===== src/rtl/lsu_pkg.sv =====
`default_nettype none
// ============================================================================
// Package : lsu_pkg
// Brief   : Encodings, FSM states and lane helpers shared by the M-stage LSU.
// Revision: 1.0 - initial release
// ============================================================================
package lsu_pkg;

    typedef enum logic [2:0] {
        LD_W  = 3'b000,
        LD_H  = 3'b001,
        LD_B  = 3'b010,
        LD_HU = 3'b011,
        LD_BU = 3'b100
    } load_src_t;

    typedef enum logic [1:0] {
        ST_W     = 2'b00,
        ST_H     = 2'b01,
        ST_B     = 2'b10,
        ST_W_ALT = 2'b11
    } store_size_t;

    typedef enum logic [1:0] {
        IDLE   = 2'd0,
        REQ    = 2'd1,
        WAIT_R = 2'd2,
        DONE   = 2'd3
    } lsu_state_t;

    localparam logic [3:0] BE_WORD    = 4'b1111;
    localparam logic [3:0] BE_HALF_LO = 4'b0011;
    localparam logic [3:0] BE_HALF_HI = 4'b1100;

    // Unlisted codes fall through to word behaviour, so only byte/half are decoded.
    function automatic logic load_is_byte(input logic [2:0] src);
        return (src == LD_B) || (src == LD_BU);
    endfunction

    function automatic logic load_is_half(input logic [2:0] src);
        return (src == LD_H) || (src == LD_HU);
    endfunction

    function automatic logic store_is_byte(input logic [1:0] size);
        return size == ST_B;
    endfunction

    function automatic logic store_is_half(input logic [1:0] size);
        return size == ST_H;
    endfunction

endpackage
`default_nettype wire


===== src/rtl/load_extender.sv =====
`default_nettype none
// ============================================================================
// Module  : load_extender
// Brief   : Selects the addressed byte/halfword of a read word and extends it.
// Revision: 1.0 - initial release
// ============================================================================
module load_extender
    import lsu_pkg::*;
#(
    parameter int XLEN = 32
) (
    input  logic [XLEN-1:0] rdata_i,
    input  logic [1:0]      offset_i,
    input  logic [2:0]      load_src_i,
    output logic [XLEN-1:0] result_o
);

    logic [7:0]  w_byte;
    logic [15:0] w_half;

    always_comb begin
        w_byte = rdata_i[{offset_i, 3'b000} +: 8];
        w_half = offset_i[1] ? rdata_i[31:16] : rdata_i[15:0];
        case (load_src_i)
            LD_B:    result_o = {{(XLEN-8){w_byte[7]}}, w_byte};
            LD_BU:   result_o = {{(XLEN-8){1'b0}}, w_byte};
            LD_H:    result_o = {{(XLEN-16){w_half[15]}}, w_half};
            LD_HU:   result_o = {{(XLEN-16){1'b0}}, w_half};
            default: result_o = rdata_i;
        endcase
    end

endmodule
`default_nettype wire


===== src/rtl/mem_stage_lsu.sv =====
`default_nettype none
// ============================================================================
// Module  : mem_stage_lsu
// Brief   : M-stage load/store unit on a req/gnt/rvalid bus with pipeline stall.
// Revision: 1.0 - initial release
// ============================================================================
module mem_stage_lsu
    import lsu_pkg::*;
#(
    parameter int XLEN = 32
) (
    input  logic            clk,
    input  logic            reset,
    input  logic            mem_read_m,
    input  logic            mem_write_m,
    input  logic [2:0]      load_src_m,
    input  logic [1:0]      store_size_m,
    input  logic [XLEN-1:0] addr_m,
    input  logic [XLEN-1:0] wdata_m,
    output logic            data_req,
    output logic            data_we,
    output logic [XLEN-1:0] data_addr,
    output logic [3:0]      data_be,
    output logic [XLEN-1:0] data_wdata,
    input  logic            data_gnt,
    input  logic            data_rvalid,
    input  logic [XLEN-1:0] data_rdata,
    output logic [XLEN-1:0] read_data_m,
    output logic            stall_m,
    output logic            misaligned_m
);

    lsu_state_t      state_q;
    logic [XLEN-1:0] addr_q;
    logic [XLEN-1:0] wdata_q;
    logic [3:0]      be_q;
    logic            we_q;
    logic [2:0]      load_src_q;
    logic [XLEN-1:0] read_data_q;

    logic [3:0]      be_d;
    logic [XLEN-1:0] wdata_d;
    logic            we_d;

    logic            w_misaligned;
    logic            w_access;
    logic [XLEN-1:0] w_load_result;

    // A store takes priority when both read and write are flagged.
    always_comb begin
        w_misaligned = 1'b0;
        if (mem_write_m) begin
            if (store_is_byte(store_size_m)) begin
                w_misaligned = 1'b0;
            end else if (store_is_half(store_size_m)) begin
                w_misaligned = addr_m[0];
            end else begin
                w_misaligned = |addr_m[1:0];
            end
        end else if (mem_read_m) begin
            if (load_is_byte(load_src_m)) begin
                w_misaligned = 1'b0;
            end else if (load_is_half(load_src_m)) begin
                w_misaligned = addr_m[0];
            end else begin
                w_misaligned = |addr_m[1:0];
            end
        end
    end

    assign w_access     = (mem_read_m | mem_write_m) & ~w_misaligned;
    assign misaligned_m = w_misaligned;

    always_comb begin
        we_d    = mem_write_m;
        be_d    = BE_WORD;
        wdata_d = '0;
        if (mem_write_m) begin
            wdata_d = wdata_m;
            if (store_is_byte(store_size_m)) begin
                be_d    = 4'b0001 << addr_m[1:0];
                wdata_d = {4{wdata_m[7:0]}};
            end else if (store_is_half(store_size_m)) begin
                be_d    = addr_m[1] ? BE_HALF_HI : BE_HALF_LO;
                wdata_d = {2{wdata_m[15:0]}};
            end
        end
    end

    // IDLE drives the bus from live inputs; REQ replays the captured request until granted.
    always_comb begin
        data_req   = 1'b0;
        data_we    = 1'b0;
        data_addr  = '0;
        data_be    = '0;
        data_wdata = '0;
        if (!reset) begin
            case (state_q)
                IDLE: begin
                    if (w_access) begin
                        data_req   = 1'b1;
                        data_we    = we_d;
                        data_addr  = {addr_m[XLEN-1:2], 2'b00};
                        data_be    = be_d;
                        data_wdata = wdata_d;
                    end
                end
                REQ: begin
                    data_req   = 1'b1;
                    data_we    = we_q;
                    data_addr  = {addr_q[XLEN-1:2], 2'b00};
                    data_be    = be_q;
                    data_wdata = wdata_q;
                end
                default: begin
                    data_req = 1'b0;
                end
            endcase
        end
    end

    assign stall_m = ~reset & ((w_access & (state_q != DONE)) |
                               (state_q == REQ) | (state_q == WAIT_R));

    load_extender #(
        .XLEN (XLEN)
    ) u_load_extender (
        .rdata_i    (data_rdata),
        .offset_i   (addr_q[1:0]),
        .load_src_i (load_src_q),
        .result_o   (w_load_result)
    );

    always_ff @(posedge clk or posedge reset) begin
        if (reset) begin
            state_q     <= IDLE;
            addr_q      <= '0;
            wdata_q     <= '0;
            be_q        <= '0;
            we_q        <= 1'b0;
            load_src_q  <= '0;
            read_data_q <= '0;
        end else begin
            case (state_q)
                IDLE: begin
                    if (w_access) begin
                        addr_q     <= addr_m;
                        wdata_q    <= wdata_d;
                        be_q       <= be_d;
                        we_q       <= we_d;
                        load_src_q <= load_src_m;
                        if (data_gnt) begin
                            state_q <= we_d ? DONE : WAIT_R;
                        end else begin
                            state_q <= REQ;
                        end
                    end
                end
                REQ: begin
                    if (data_gnt) begin
                        state_q <= we_q ? DONE : WAIT_R;
                    end
                end
                WAIT_R: begin
                    if (data_rvalid) begin
                        read_data_q <= w_load_result;
                        state_q     <= DONE;
                    end
                end
                DONE: begin
                    state_q <= IDLE;
                end
                default: begin
                    state_q <= IDLE;
                end
            endcase
        end
    end

    assign read_data_m = read_data_q;

endmodule
`default_nettype wire


===== config.mk =====
export PLATFORM = sky130hd
export DESIGN_NAME = mem_stage_lsu
export DESIGN_NICKNAME = d
export VERILOG_FILES = /design/src/rtl/lsu_pkg.sv /design/src/rtl/load_extender.sv /design/src/rtl/mem_stage_lsu.sv
export SDC_FILE = /design/constraint.sdc
export NUM_CORES = 1
export LEC_CHECK = 0
export ABC_CLOCK_PERIOD_IN_PS = 7060
export BUFFER_PORTS_ARGS = -buffer_cell sky130_fd_sc_hd__clkbuf_2
export CAP_MARGIN = 20
export CORE_MARGIN = 4
export CORE_UTILIZATION = 40
export DETAILED_ROUTE_END_ITERATION = 10
export GPL_ROUTABILITY_DRIVEN = 0
export PLACE_DENSITY_LB_ADDON = 0.3
export SLEW_MARGIN = 20
export SYNTH_ARGS = -nofsm -noshare
export SYNTH_HDL_FRONTEND = slang
export SYNTH_SLANG_ARGS = --single-unit

===== constraint.sdc =====
create_clock -name clk -period 7.06 [get_ports clk]
set_clock_uncertainty 0.15 [all_clocks]
set_input_delay 1.765 -clock clk [delete_from_list [all_inputs] [get_ports clk]]
set_output_delay 1.765 -clock clk [all_outputs]
set_load 0.05 [all_outputs]

==> summary.md <==
| Metric | Value |
|---|---|
| Status | finished clean |
| Clock share of power | 14.9% |
| Relative slew margins | 31.9% |
| TritonRoute pass-1 iters | 5 |
| Post-synthesis cell count | 664 |
| Clock buffer depth | 2 |
| Max-cap viol count | 0 |
| CTS Hold Buffers Added | 0 |
| DR vias/cell | 5.40 |
| PwrDens | 436 mW/mm2 |
| Yosys reg bits | 106 |
| Initial DRC Count | 444 |
| Clk pin slew, worst setup/hold paths | 80 ps |
| Highest routed layer | met4 |
| Crit-path max FO | 22 |
| Filler Cell Count | 1498 |
| Post-CTS Resized | 0 |
| DRC errors left | 0 |
| Critical path type | primary input to output pin |
| Crit path cell chain | clkbuf_2 > nand2b_1 > a21oi_2 > buf_4 > o211ai_1 > a21oi_1 > clkbuf_2 |
| Yosys warnings | 0 |
| Design area | 0.00782 mm2 |
| # rows | 45 |
| Final hold viol count | 0 |
| Ports | 211 |
| H-tree Lvls | 3 |
| Final WL | 18700 um |
| Ys async rst share | 100% |
| Post-synth EDFFs | 0 |
| Power, Total | 3410 uW |
| WL met3 | 1430 um |
| CP Launch Type | primary input |
| Wirelength per Cell | 17.6 um |
| Placed inst area | 0.00752 mm2 |
| Setup Total Neg Slack | 0 ps |
| Post-layout util | 50.7% |
| CP max stage cell | a21oi_2 |
| NumNets Final | 952 |
| Syn Std Cell Area | 0.00637 mm2 |
| Initial Utilization | 41.3% |
| Peak per-stage delay on the critical path | 580 ps |
| Critical path capture point type | output pin |
| # diodes | 0 |
| Yosys cell types | 57 |
| Port bufs | 208 |
| Critical Path AT | 4050 ps |
| Hold Crit Class | flop to flop |
| Int Power | 1750 uW |
| Final Max Slew Viols | 0 |
| Core outline area | 0.0154 mm2 |
| CTS Root Cell | clkbuf_16 |
| Met2 routed WL | 8430 um |
| Worst path most repeated cell | clkbuf_2 |
| GR Overflow Total | 0 |
| Post-CTS Setup Bufs | 0 |
| Commonest non-fill, non-tap cell in the layout | clkbuf_2 |
| Share of cells above drive strength 1 | 35.4% |
| Detailed Place HPWL | 13400 um |
| Syn_area_per_cell | 9.60 um2 |
| Post-synthesis sequential area ratio | 41.6% |
| Area growth, synth to finish | 22.7% |
| CTS Buf Count | 9 |
| Register share of total power | 32.1% |
| Unrepaired setup endpoints after global routing | no |
| Total Die Area | 0.0180 mm2 |
| Worst-margin pin slew | 1020 ps |
| Net Sw Power | 1660 uW |
| CTS tree | done |
| Global-route wire length before repair | 29900 um |
| Delay-heaviest family, CP | buffers and inverters |
| Power share of the combinational group | 53.0% |
| Clock Sinks | 106 |
| Final setup violation count | 0 |
| Vias | 5712 |
| Dominant synthesized flop cell | dfrtp_1 |
| Clock latency at the later pin of the worst-skew pair | 350 ps |
| Wl on met1 | 8320 um |
| Max Clk Rate | 0.168 GHz |
| Pleak | 0.00369 uW |
| ANT nets after route | 0 |
| Most frequent cells in the layout | clkbuf_2 (208), dfrtp_1 (106), nand2_1 (69) |
| Die height | 134 um |
| Sw Share | 48.8% |
| Crit path buf inv count | 3 |
| Pin count of the biggest net entering global routing | 81 |
| Final worst path period need | 5960 ps |
| Final period util | 84.5% |
| Total Routing Usage GR | 20.5% |
| Vias in the first global route | 5585 |
| Initial antenna violation count | 0 |
| Die width | 134 um |
| VDD IR max | 0.172 mV |
| Crit path required time | 5140 ps |
==> kinds of logic after synthesis <==
kind of cell	Yosys count	synth area share [%]
adder cells (fa/ha/maj)	3	0.589
AND/OR/NAND/NOR	141	9.93
multiplexers	87	16.7
XOR/XNOR	3	0.412
buffers and inverters	97	6.85
AO/OA/AOI/OAI	226	23.8
other	1	0.0588
flip-flops	106	41.6
==> worst min-delay path, delay by kind of cell, from the launching register on <==
kind | cells | cell delay, ps
AO/OA/AOI/OAI | 1 | 50
flip-flops | 1 | 350
AND/OR/NAND/NOR | 1 | 50
==> cell usage after synthesis, types with 7 or more instances <==
master,instances,area [um2]
mux2_2,21,236
nor2_1,38,143
inv_1,44,165
mux2i_1,29,290
nand2_1,69,259
a22o_1,34,298
mux2_4,30,450
o211ai_1,35,263
a21oi_1,67,335
clkbuf_1,29,109
and2_1,8,50.1
o21ai_0,43,215
buf_2,10,50.1
dfrtp_1,106,2650
a22oi_1,7,52.6
==> final timing paths <==
check,startpoint,end,slack [ps],depth (start not counted)
max in group asynchronous,reset,read_data_m[1],4200,3
min,read_data_m[4],read_data_m[4],320,2
max reg2reg,state_q[0],be_q[3],4260,6
min reg2reg,read_data_m[4],read_data_m[4],320,2
min in group asynchronous,reset,addr_q[19],1430,2
max,store_size_m[1],data_wdata[26],1100,7
==> sequential cells by signal, summed over array words and instances (netlist names) <==
signal	count
addr_q	32
be_q	4
load_src_q	3
read_data_m	32
state_q	2
wdata_q	32
we_q	1
==> power groups by stage <==
stage | sequential [uW] | combinational [uW] | clock (uW)
final | 1100 | 1800 | 508
after global routing | 1140 | 1950 | 551
after CTS | 1090 | 1820 | 525
after detailed placement | 1100 | 1820 | 0
after global placement | 1100 | 1800 | 0
after floorplan | 1340 | 1160 | 0
==> per-stage QoR <==
step                      setup WS (ps)  hold slack [ps]  cells
after global routing                923              349   1058
after CTS                          1110              334   1058
after floorplan                     696              309    665
after global placement             1200              314   1042
final                              1100              325   1058
after detailed placement           1120              316   1042
==> area by class of cell <==
cell class | count | area (um2) | area share [%]
multi-input cells | 462 | 3310 | 42.4
flip-flops and latches | 106 | 2650 | 33.9
repair buffers | 219 | 1130 | 14.4
well taps | 211 | 264 | 3.38
clock buffers | 10 | 239 | 3.06
inverters | 44 | 169 | 2.16
clock inverters | 6 | 56.3 | 0.720
==> metal layers <==
metal	vias to the layer above	global-route usage (%)
met2	233	31.4
li1	2738	-
met4	0	6.84
met3	33	5.63
met5	-	0
met1	2708	28.3
No activity file was read; power rests on OpenSTA's default activity.
